$ cat src/rtl/arith_unit_scheduler_29_if.sv
// Bundle of requester, response and arithmetic-unit signals for the
// two-requester arithmetic unit scheduler.
interface arith_unit_scheduler_29_if #(
  parameter int M = 32
);
  logic [1:0]     i_valid;
  logic [7:0]     i_op;
  logic [2*M-1:0] i_A;
  logic [2*M-1:0] i_B;
  logic [1:0]     o_ready;
  logic [1:0]     o_rsp_valid;
  logic [1:0]     i_rsp_ready;
  logic [M-1:0]   o_rsp_result;
  logic [3:0]     o_rsp_status;
  logic           o_rsp_err;
  logic [M-1:0]   o_alu_A;
  logic [M-1:0]   o_alu_B;
  logic [3:0]     o_alu_op;
  logic [M-1:0]   i_alu_result;
  logic [3:0]     i_alu_status;
  logic           o_busy;

  // Scheduler side.
  modport slave (
    input  i_valid, i_op, i_A, i_B, i_rsp_ready, i_alu_result, i_alu_status,
    output o_ready, o_rsp_valid, o_rsp_result, o_rsp_status, o_rsp_err,
    output o_alu_A, o_alu_B, o_alu_op, o_busy
  );

  // Requesters plus arithmetic unit side.
  modport master (
    output i_valid, i_op, i_A, i_B, i_rsp_ready, i_alu_result, i_alu_status,
    input  o_ready, o_rsp_valid, o_rsp_result, o_rsp_status, o_rsp_err,
    input  o_alu_A, o_alu_B, o_alu_op, o_busy
  );
endinterface

$ cat src/rtl/arith_unit_scheduler_29.sv
// Arbitrates two requesters onto one fixed-latency arithmetic unit and routes
// the result back to the granted requester; opcodes 4..15 are rejected.
module arith_unit_scheduler_29 #(
  parameter int M   = 32,
  parameter int LAT = 1
) (
  input  logic                        clk,
  input  logic                        i_reset,
  arith_unit_scheduler_29_if.slave    bus
);

  typedef enum logic [1:0] {IDLE, ISSUE, WAIT, RESP} state_e;

  state_e       state_q;
  logic [3:0]   cnt_q;
  logic         last_grant_q;
  logic         id_q;
  logic [M-1:0] alu_a_q;
  logic [M-1:0] alu_b_q;
  logic [3:0]   alu_op_q;
  logic [M-1:0] result_q;
  logic [3:0]   status_q;
  logic         err_q;

  logic [1:0]   grant_d;
  logic [1:0]   ready;
  logic         xfer;
  logic         xfer_id;

  logic [3:0]   req_op [2];
  logic [M-1:0] req_a  [2];
  logic [M-1:0] req_b  [2];

  for (genvar gi = 0; gi < 2; gi++) begin : g_req
    assign req_op[gi] = bus.i_op[4*gi +: 4];
    assign req_a[gi]  = bus.i_A[M*gi +: M];
    assign req_b[gi]  = bus.i_B[M*gi +: M];
  end

  // On a tie the requester that was not served last wins.
  always_comb begin
    grant_d = 2'b00;
    case (bus.i_valid)
      2'b01:   grant_d = 2'b01;
      2'b10:   grant_d = 2'b10;
      2'b11:   grant_d = last_grant_q ? 2'b01 : 2'b10;
      default: grant_d = 2'b00;
    endcase
  end

  // Ready is gated by reset so it reads zero while reset is held.
  assign ready   = (i_reset && state_q == IDLE) ? grant_d : 2'b00;
  assign xfer    = |(bus.i_valid & ready);
  assign xfer_id = ready[1];

  always_ff @(posedge clk or negedge i_reset) begin
    if (!i_reset) begin
      state_q      <= IDLE;
      cnt_q        <= 4'd0;
      last_grant_q <= 1'b1;
      id_q         <= 1'b0;
      alu_a_q      <= '0;
      alu_b_q      <= '0;
      alu_op_q     <= 4'd0;
      result_q     <= '0;
      status_q     <= 4'd0;
      err_q        <= 1'b0;
    end else begin
      case (state_q)
        IDLE: begin
          if (xfer) begin
            id_q         <= xfer_id;
            last_grant_q <= xfer_id;
            if (req_op[xfer_id][3:2] == 2'b00) begin
              alu_op_q <= req_op[xfer_id];
              alu_a_q  <= req_a[xfer_id];
              alu_b_q  <= req_b[xfer_id];
              state_q  <= ISSUE;
            end else begin
              result_q <= '0;
              status_q <= 4'd0;
              err_q    <= 1'b1;
              state_q  <= RESP;
            end
          end
        end
        ISSUE: begin
          cnt_q   <= 4'(LAT);
          state_q <= WAIT;
        end
        WAIT: begin
          cnt_q <= cnt_q - 4'd1;
          if (cnt_q == 4'd1) begin
            result_q <= bus.i_alu_result;
            status_q <= bus.i_alu_status;
            err_q    <= 1'b0;
            state_q  <= RESP;
          end
        end
        RESP: begin
          if (bus.i_rsp_ready[id_q]) begin
            state_q <= IDLE;
          end
        end
        default: state_q <= IDLE;
      endcase
    end
  end

  assign bus.o_ready      = ready;
  assign bus.o_rsp_valid  = (state_q == RESP) ? (id_q ? 2'b10 : 2'b01) : 2'b00;
  assign bus.o_rsp_result = result_q;
  assign bus.o_rsp_status = status_q;
  assign bus.o_rsp_err    = err_q;
  assign bus.o_alu_A      = alu_a_q;
  assign bus.o_alu_B      = alu_b_q;
  assign bus.o_alu_op     = alu_op_q;
  assign bus.o_busy       = (state_q != IDLE);

endmodule

$ cat src/flat_wrapper.sv
// flat-port wrapper written by rule: the top's interface ports become plain ports
module arith_unit_scheduler_29_flat 
#(
  parameter int M   = 32,
  parameter int LAT = 1
)
  (clk, i_reset, bus_i_valid, bus_i_op, bus_i_A, bus_i_B, bus_i_rsp_ready, bus_i_alu_result, bus_i_alu_status, bus_o_ready, bus_o_rsp_valid, bus_o_rsp_result, bus_o_rsp_status, bus_o_rsp_err, bus_o_alu_A, bus_o_alu_B, bus_o_alu_op, bus_o_busy);
  arith_unit_scheduler_29_if #(.M(M)) bus_i ();
  input  logic clk;
  input  logic i_reset;
  input wire logic [$bits(bus_i.i_valid)-1:0] bus_i_valid;
  input wire logic [$bits(bus_i.i_op)-1:0] bus_i_op;
  input wire logic [$bits(bus_i.i_A)-1:0] bus_i_A;
  input wire logic [$bits(bus_i.i_B)-1:0] bus_i_B;
  input wire logic [$bits(bus_i.i_rsp_ready)-1:0] bus_i_rsp_ready;
  input wire logic [$bits(bus_i.i_alu_result)-1:0] bus_i_alu_result;
  input wire logic [$bits(bus_i.i_alu_status)-1:0] bus_i_alu_status;
  output wire logic [$bits(bus_i.o_ready)-1:0] bus_o_ready;
  output wire logic [$bits(bus_i.o_rsp_valid)-1:0] bus_o_rsp_valid;
  output wire logic [$bits(bus_i.o_rsp_result)-1:0] bus_o_rsp_result;
  output wire logic [$bits(bus_i.o_rsp_status)-1:0] bus_o_rsp_status;
  output wire logic [$bits(bus_i.o_rsp_err)-1:0] bus_o_rsp_err;
  output wire logic [$bits(bus_i.o_alu_A)-1:0] bus_o_alu_A;
  output wire logic [$bits(bus_i.o_alu_B)-1:0] bus_o_alu_B;
  output wire logic [$bits(bus_i.o_alu_op)-1:0] bus_o_alu_op;
  output wire logic [$bits(bus_i.o_busy)-1:0] bus_o_busy;
  assign bus_i.i_valid = bus_i_valid;
  assign bus_i.i_op = bus_i_op;
  assign bus_i.i_A = bus_i_A;
  assign bus_i.i_B = bus_i_B;
  assign bus_i.i_rsp_ready = bus_i_rsp_ready;
  assign bus_i.i_alu_result = bus_i_alu_result;
  assign bus_i.i_alu_status = bus_i_alu_status;
  assign bus_o_ready = bus_i.o_ready;
  assign bus_o_rsp_valid = bus_i.o_rsp_valid;
  assign bus_o_rsp_result = bus_i.o_rsp_result;
  assign bus_o_rsp_status = bus_i.o_rsp_status;
  assign bus_o_rsp_err = bus_i.o_rsp_err;
  assign bus_o_alu_A = bus_i.o_alu_A;
  assign bus_o_alu_B = bus_i.o_alu_B;
  assign bus_o_alu_op = bus_i.o_alu_op;
  assign bus_o_busy = bus_i.o_busy;
  arith_unit_scheduler_29 #(.M(M), .LAT(LAT)) u_core (.clk(clk), .i_reset(i_reset), .bus(bus_i));
endmodule
$ cat config.mk
export PLATFORM = sky130hd
export DESIGN_NAME = arith_unit_scheduler_29_flat
export DESIGN_NICKNAME = d
export VERILOG_FILES = /design/src/rtl/arith_unit_scheduler_29_if.sv /design/src/rtl/arith_unit_scheduler_29.sv /design/src/flat_wrapper.sv
export SDC_FILE = /design/constraint.sdc
export NUM_CORES = 1
export LEC_CHECK = 0
export BUFFER_PORTS_ARGS = -buffer_cell sky130_fd_sc_hd__buf_2
export CORE_UTILIZATION = 46
export DETAILED_ROUTE_END_ITERATION = 12
export GPL_TIMING_DRIVEN = 0
export PLACE_DENSITY_LB_ADDON = 0.25
export RECOVER_POWER = 25
export SLEW_MARGIN = 20
export SYNTH_ARGS = -nofsm -noshare
export SYNTH_HDL_FRONTEND = slang
export SYNTH_SLANG_ARGS = --single-unit
export TNS_END_PERCENT = 30
$ cat constraint.sdc
create_clock -name clk -period 2.45 [get_ports clk]
set_clock_uncertainty 0.1 [all_clocks]
set_input_delay 0.245 -clock clk [delete_from_list [all_inputs] [get_ports clk]]
set_output_delay 0.245 -clock clk [all_outputs]
set_load 0.02 [all_outputs]
Word level (Yosys, flattened, before mapping)
Cells that the tools add are included.

Reduce and logical (&&, ||, !) cells: 11. Add/subtract/negate cells: 1. Mux-type cells: 34. Bitwise logic cells: 2. $lt $le $gt $ge: 2. Eq/ne operators: 11.

Operator list (number): 32-bit two-way mux (9); 32-bit case mux with 2 select lines (1); 4-bit two-way mux (6); 2-bit two-way mux (8); 4-bit case mux with 2 select lines (2); 2-bit == test, second input constant (4); 2-bit case mux with 4 select lines (1); 2-bit by 1-bit inequality test with 1-bit output, second input constant (3); 2-bit case mux with 3 select lines (1); 3-bit AND reduction (2); 2-bit nonzero test (3); 1-bit two-way mux (5); 2-bit by 1-bit == test with 1-bit output, second input constant (2); 4-bit by 1-bit == test with 1-bit output, second input constant (1); 2-bit zero test (2); 4-bit AND reduction (1); 4-bit by 1-bit subtractor with 4-bit output, second input constant (1); 2-bit AND (1); 2-bit greater-or-equal comparator, second input constant (1); 1-bit by 2-bit less-than comparator with 1-bit output, second input constant (1); 2-bit inequality test, second input constant (1); 1-bit inverter with 2-bit output (1); 1-bit case mux with 2 select lines (1); 2-bit AND reduction (1); other kinds (2) (2).

Logic and storage cells: 71. Bits in registers: 113.

Depth between registers and ports, before layout
Depth after elaboration: 11. Gate-level depth with buffers: 9.

Worst setup path before layout
OpenSTA, ideal clock, no wires.

Path type: reg2reg. Start point: reg u_core.state_q[0]. End point: reg u_core.alu_a_q[0], in the netlist u_core.bus.o_alu_A[0]. Data required time: 2.225 ns. Arrival: 1.871 ns. Cell stages (with the launch flop): 8. Buffers on the path: 2. Period minus slack after synthesis: 2.096 ns. Setup slack: 0.354 ns. Path through: dfrtp_1 inv_1 ha_1 and3_1 clkbuf_1 buf_2 mux2_2 mux2_2.

Longest elaborated chain between the ends: 9. Elaborated cells on any way between the ends: 14. Those cells by class: mux (7); bitwise (2); reduce/logical (5).

RTL lines: start: declaration (RTL line arith_unit_scheduler_29.sv:14) `state_e state_q;`; start signal: assignment (RTL line arith_unit_scheduler_29.sv:58) `state_q <= IDLE;`; start signal: assignment (RTL line arith_unit_scheduler_29.sv:78) `state_q <= ISSUE;`; start signal: assignment (RTL line arith_unit_scheduler_29.sv:83) `state_q <= RESP;`; 2-bit zero test (*) (RTL line arith_unit_scheduler_29.sv:52) `assign ready = (i_reset && state_q == IDLE) ? grant_d : 2'b00;`; 1-bit logical AND (*) (RTL line arith_unit_scheduler_29.sv:52); 2-bit two-way mux (*) (RTL line arith_unit_scheduler_29.sv:52); net bus_o_ready[1] (RTL line flat_wrapper.sv:18) `output wire logic [$bits(bus_i.o_ready)-1:0] bus_o_ready;`; 1-bit inverter with 2-bit output (not written as such) (RTL line arith_unit_scheduler_29.sv:74, arith_unit_scheduler_29.sv:76); 4-bit two-way mux (not written as such) (3 in series) (RTL line arith_unit_scheduler_29.sv:74) `if (req_op[xfer_id][3:2] == 2'b00) begin`; 2-bit zero test (RTL line arith_unit_scheduler_29.sv:74); 3-bit AND reduction (no source line); end signal: assignment (RTL line arith_unit_scheduler_29.sv:76) `alu_a_q <= req_a[xfer_id];`; end: declaration (RTL line arith_unit_scheduler_29.sv:18) `logic [M-1:0] alu_a_q;`.

Mark *: on every way through the listed nets, which the timed path passes. The rest lies on a longest branch. The select of a mux whose other input is x is not followed. A chain may end at the register's enable or synchronous reset.

Worst setup path in the final report
Start point: reg u_core.state_q[0]. End point: reg u_core.result_q[20], in the netlist u_core.bus.o_rsp_result[20].

Longest elaborated chain between the ends: 10. Elaborated cells on any way between the ends: 17. Those cells by class: eq/ne (4); mux (5); bitwise (2); reduce/logical (6).

RTL lines: 2-bit zero test (RTL line arith_unit_scheduler_29.sv:52, arith_unit_scheduler_29.sv:69); 1-bit logical AND (RTL line arith_unit_scheduler_29.sv:52); 2-bit two-way mux (RTL line arith_unit_scheduler_29.sv:52); 1-bit inverter with 2-bit output (not written as such) (RTL line arith_unit_scheduler_29.sv:74); 4-bit two-way mux (not written as such) (3 in series) (RTL line arith_unit_scheduler_29.sv:74); 2-bit zero test (RTL line arith_unit_scheduler_29.sv:74); 2-bit inequality test (no source line); 4-bit AND reduction (no source line); end signal: assignment (RTL line arith_unit_scheduler_29.sv:94) `result_q <= bus.i_alu_result;`; end: declaration (RTL line arith_unit_scheduler_29.sv:21) `logic [M-1:0] result_q;`.

Parallel ways exist; a longest one is shown, timed or not. The select of a mux whose other input is x is not followed.

==> impl_metrics.prom <==
# TYPE chip_impl_metric gauge
chip_impl_metric{name="net_sw_power",unit="uW"} 3160
chip_impl_info{name="reg2reg_to",value="u_core.bus.o_rsp_result[20]"} 1
chip_impl_metric{name="crit_cells",unit=""} 9
chip_impl_metric{name="wl_per_cell",unit="um"} 15.9
chip_impl_metric{name="clock_latency",unit="ps"} 400
chip_impl_metric{name="clk_pin_slew",unit="ps"} 50
chip_impl_metric{name="drt_first_iter_violations",unit=""} 159
chip_impl_metric{name="post_dp_cell_area",unit="um^2"} 7200
chip_impl_metric{name="floorplan.core_area",unit="um^2"} 11600
chip_impl_metric{name="vias_per_cell",unit=""} 4.90
chip_impl_info{name="status",value="finished, violations left"} 1
chip_impl_metric{name="min_period",unit="ps"} 2340
chip_impl_metric{name="initial_antenna_violation_count",unit=""} 0
chip_impl_metric{name="worst-r2r-setup-slack",unit="ps"} 110
chip_impl_metric{name="fin_cells",unit=""} 924
chip_impl_metric{name="route.final.wire_length",unit="um"} 14700
chip_impl_metric{name="finalHoldViolations",unit=""} 63
chip_impl_metric{name="i_o_pins",unit=""} 288
chip_impl_metric{name="fp.dieW",unit="um"} 112
chip_impl_metric{name="number_of_remaining_drc_errors",unit=""} 18
chip_impl_info{name="crit_chain",value="inv_2, ha_1, clkbuf_8, or2b_2, a22o_1, nor3b_2, buf_6, buf_12, mux2i_2"} 1
chip_impl_metric{name="irDropWorstVdd",unit="uV"} 665
chip_impl_metric{name="antenna-diode-count",unit=""} 0
chip_impl_metric{name="detailed_place_hpwl",unit="um"} 10800
chip_impl_info{name="crit_end",value="u_core.bus.o_rsp_result[20]"} 1
chip_impl_metric{name="synthesis.instances",unit=""} 431
chip_impl_metric{name="worstRegToRegCells",unit=""} 9
chip_impl_metric{name="pint",unit="uW"} 5670
chip_impl_metric{name="gp_congestion",unit=""} 0.824
chip_impl_info{name="yosys_most_used_dff",value="dfrtp_1"} 1
chip_impl_metric{name="path_buf_inv",unit=""} 4
chip_impl_info{name="crit_path_end_kind",value="flop"} 1
chip_impl_metric{name="power.share.combinational",unit="%"} 44.2
chip_impl_info{name="grt_setup_unrepaired",value="no"} 1
chip_impl_metric{name="drt_pass1_iterations",unit=""} 8
chip_impl_metric{name="dr_total_vias",unit=""} 4527
chip_impl_metric{name="cts_hold_buffers",unit=""} 27
chip_impl_metric{name="synth_cell_types",unit=""} 37
chip_impl_metric{name="sequential_share_of_power",unit="%"} 31.5
chip_impl_info{name="synth.most_common_cell",value="mux2_2"} 1
chip_impl_metric{name="synth-warning-count",unit=""} 0
chip_impl_metric{name="timing_max_transition_violations_final",unit=""} 0
chip_impl_metric{name="share_clk_of_total_power",unit="%"} 24.3
chip_impl_metric{name="placed_cells",unit=""} 862
chip_impl_metric{name="synthArstFlopShare",unit="%"} 100
chip_impl_info{name="netlist_top_cells_count",value="mux2_2, dfrtp_1, inv_1"} 1
chip_impl_metric{name="cp_slowest_stage_delay",unit="ps"} 390
chip_impl_metric{name="floorplan.die.height",unit="um"} 112
chip_impl_metric{name="timing.hold.ws",unit="ps"} -265
chip_impl_info{name="timing.critical_path.max_delay_family",value="buffers and inverters"} 1
chip_impl_metric{name="htreeDepth",unit=""} 4
chip_impl_metric{name="final_nets",unit=""} 957
chip_impl_metric{name="filler_cell_count",unit=""} 872
chip_impl_info{name="clock_tree_from_tritoncts",value="done"} 1
chip_impl_metric{name="placementRows",unit=""} 39
chip_impl_metric{name="share_of_synthesized_area_occupied_by_flip_flops_and_latches",unit="%"} 50.9
chip_impl_info{name="slowest_stage",value="dfrtp_1"} 1
chip_impl_info{name="startpoint",value="u_core.state_q[0]"} 1
chip_impl_metric{name="switching_share",unit="%"} 35.8
chip_impl_info{name="worstHoldPathType",value="in2async"} 1
chip_impl_metric{name="final_antenna_net_count",unit=""} 0
chip_impl_metric{name="post_synth.cell_area_avg",unit="um^2"} 12.9
chip_impl_metric{name="postSynthNetCount",unit=""} 615
chip_impl_metric{name="die-area",unit="um^2"} 12500
chip_impl_metric{name="maxSlewHeadroom",unit="%"} 17.8
chip_impl_metric{name="grt_start_max_net_pins",unit=""} 70
chip_impl_metric{name="setup_viol",unit=""} 0
chip_impl_info{name="violations",value="DRC, hold timing"} 1
chip_impl_metric{name="synth_area",unit="um^2"} 5560
chip_impl_metric{name="synth-seq-cells",unit=""} 113
chip_impl_metric{name="cp_data_arrival_time",unit="ps"} 2530
chip_impl_metric{name="worstMarginPinSlew",unit="ps"} 1230
chip_impl_metric{name="synth_enable_flop_cells",unit=""} 0
chip_impl_metric{name="finish.instance_area",unit="um^2"} 8040
chip_impl_metric{name="grt_resource_usage_total",unit="%"} 24.7
chip_impl_info{name="synth.top_cells.by_area",value="dfrtp_1, mux2_2, mux2i_1, inv_1, nand2_1"} 1
chip_impl_metric{name="area_delta_synth_final",unit="%"} 44.7
chip_impl_info{name="worst-setup-path-type",value="reg2reg"} 1
chip_impl_metric{name="grt_overflow",unit=""} 0
chip_impl_info{name="startpoint_type",value="flop"} 1
chip_impl_metric{name="ctsLongestPathBuffers",unit=""} 2
chip_impl_metric{name="power_per_cell_area",unit="nW/um^2"} 1100
chip_impl_metric{name="max_cap_viol_count",unit=""} 0
chip_impl_metric{name="share_of_post_route_cells_with_drive_strength_above_1",unit="%"} 61.8
chip_impl_metric{name="crit_required",unit="ps"} 2650
chip_impl_metric{name="max_freq",unit="MHz"} 428
chip_impl_metric{name="wire_length_of_the_first_global_routing_pass",unit="um"} 23700
chip_impl_info{name="clock-root-buffer",value="clkbuf_16"} 1
chip_impl_metric{name="cts_made_buffers",unit=""} 17
chip_impl_metric{name="critical_path.max_fanout",unit=""} 10
chip_impl_metric{name="grt_pass1_vias",unit=""} 4995
chip_impl_metric{name="floorplan.initialDensity",unit="%"} 47.8
chip_impl_metric{name="clkSinkCount",unit=""} 113
chip_impl_metric{name="area_share_of_the_largest_cell_type_after_synthesis",unit="%"} 50.5
chip_impl_info{name="post-synth-top-area-cell",value="dfrtp_1"} 1
chip_impl_metric{name="p_leak",unit="uW"} 0.00430
chip_impl_metric{name="finalCritPeriodShare",unit="%"} 95.3
chip_impl_info{name="critical_path.reg2reg.startpoint",value="u_core.state_q[0]"} 1
chip_impl_metric{name="io_buffers",unit=""} 287
-- layer usage --
layer	up-vias	global-route usage (%)	routed length, um	share of wire, %
met5	-	0	0	0
met4	0	14.7	600	4.1
met2	191	45.0	7720	52
met1	2143	25.5	5540	38
li1	2143	-	-	-
met3	50	6.48	854	5.8
-- area by class of cell --
cell class	instances	area [um^2]	area share (%)
clock buffer	27	513	6.38
sequential	113	2830	35.2
multi-input combinational	250	2340	29.2
buffer	23	221	2.76
timing repair buffer	324	1790	22.2
inverter	44	165	2.06
tap	143	179	2.23
-- flip-flops by register name, summed over array words and instances, names as in the netlist --
name,cells
u_core.bus.o_rsp_result,32
u_core.bus.o_alu_op,4
u_core.bus.o_rsp_status,4
u_core.bus.o_alu_B,32
u_core.cnt_q,4
u_core.bus.o_rsp_err,1
u_core.id_q,1
u_core.bus.o_alu_A,32
u_core.state_q,2
u_core.last_grant_q,1
-- logic make-up (layout without fill, tap and decap cells) --
logic type                 count (synthesis)  count (layout)  synth area share [%]
muxes                                    172             172                  34.0
DFF                                      113             113                  50.9
adders and majority gates                  6               6                  1.35
and+or+nand+nor                           56              56                  4.62
AOI/OAI and AO/OA                         16              16                  2.09
buffers and inverters                     68             418                  7.03
-- worst min-delay path by stage --
stage | end | start | cells after the start
floorplan | u_core.bus.o_alu_A[0] | i_reset | 0
global placement | u_core.bus.o_alu_op[2] | u_core.bus.o_alu_op[2] | 1
detailed placement | u_core.bus.o_alu_A[15] | i_reset | 1
CTS | u_core.bus.o_alu_A[23] | i_reset | 1
global route | u_core.bus.o_alu_A[16] | i_reset | 1
finish | u_core.bus.o_alu_A[16] | i_reset | 1
-- power by group through the flow --
stage / Sequential (uW) / Clock, uW / Combinational [uW]
detailed placement: 2800 / 0 / 3720
global route: 2860 / 2260 / 4190
global placement: 2770 / 0 / 3600
CTS: 2780 / 2180 / 3770
finish: 2780 / 2140 / 3900
floorplan: 3460 / 0 / 1880
-- what timing repair did --
item | 4_1_cts | 5_1_grt
endpoints found under the hold margin | 90 | 63
endpoints found under the setup margin | 67 | 59
buffers inserted | 1 | 8
pin swaps | 0 | 1
resized for setup | 1 | 3
-- per-stage QoR --
| step | power [uW] | setup WS, ps | TNS (ps) | utilization, % | hold WS, ps |
|---|---|---|---|---|---|
| 5_1_grt | 9300 | 13.6 | 0 | 69.2 | -229 |
| 6_report | 8830 | 114 | 0 | 69.2 | -265 |
| 3_3_place_gp | 6360 | -1870 | -222250 | 61.7 | 378 |
| 3_5_place_dp | 6520 | -306 | -14200 | 62.0 | 188 |
| 4_1_cts | 8730 | 52.7 | 0 | 68.8 | -240 |
| 2_1_floorplan | 5330 | 354 | 0 | - | -151 |
-- cells in the final DEF, fill, tap and decap left out, drive strengths merged, types with 2 or more instances in the layout --
cell	netlist	layout
a21o	2	2
buf	18	314
clkbuf	5	32
dfrtp	112	112
dlygate4sd3	1	28
ha	6	6
inv	44	44
mux2	133	133
mux2i	39	39
nand2	39	39
nand2b	2	2
nor2	3	3
nor2b	3	3
o21ai	5	5
Power figures use the tool's default switching activity.
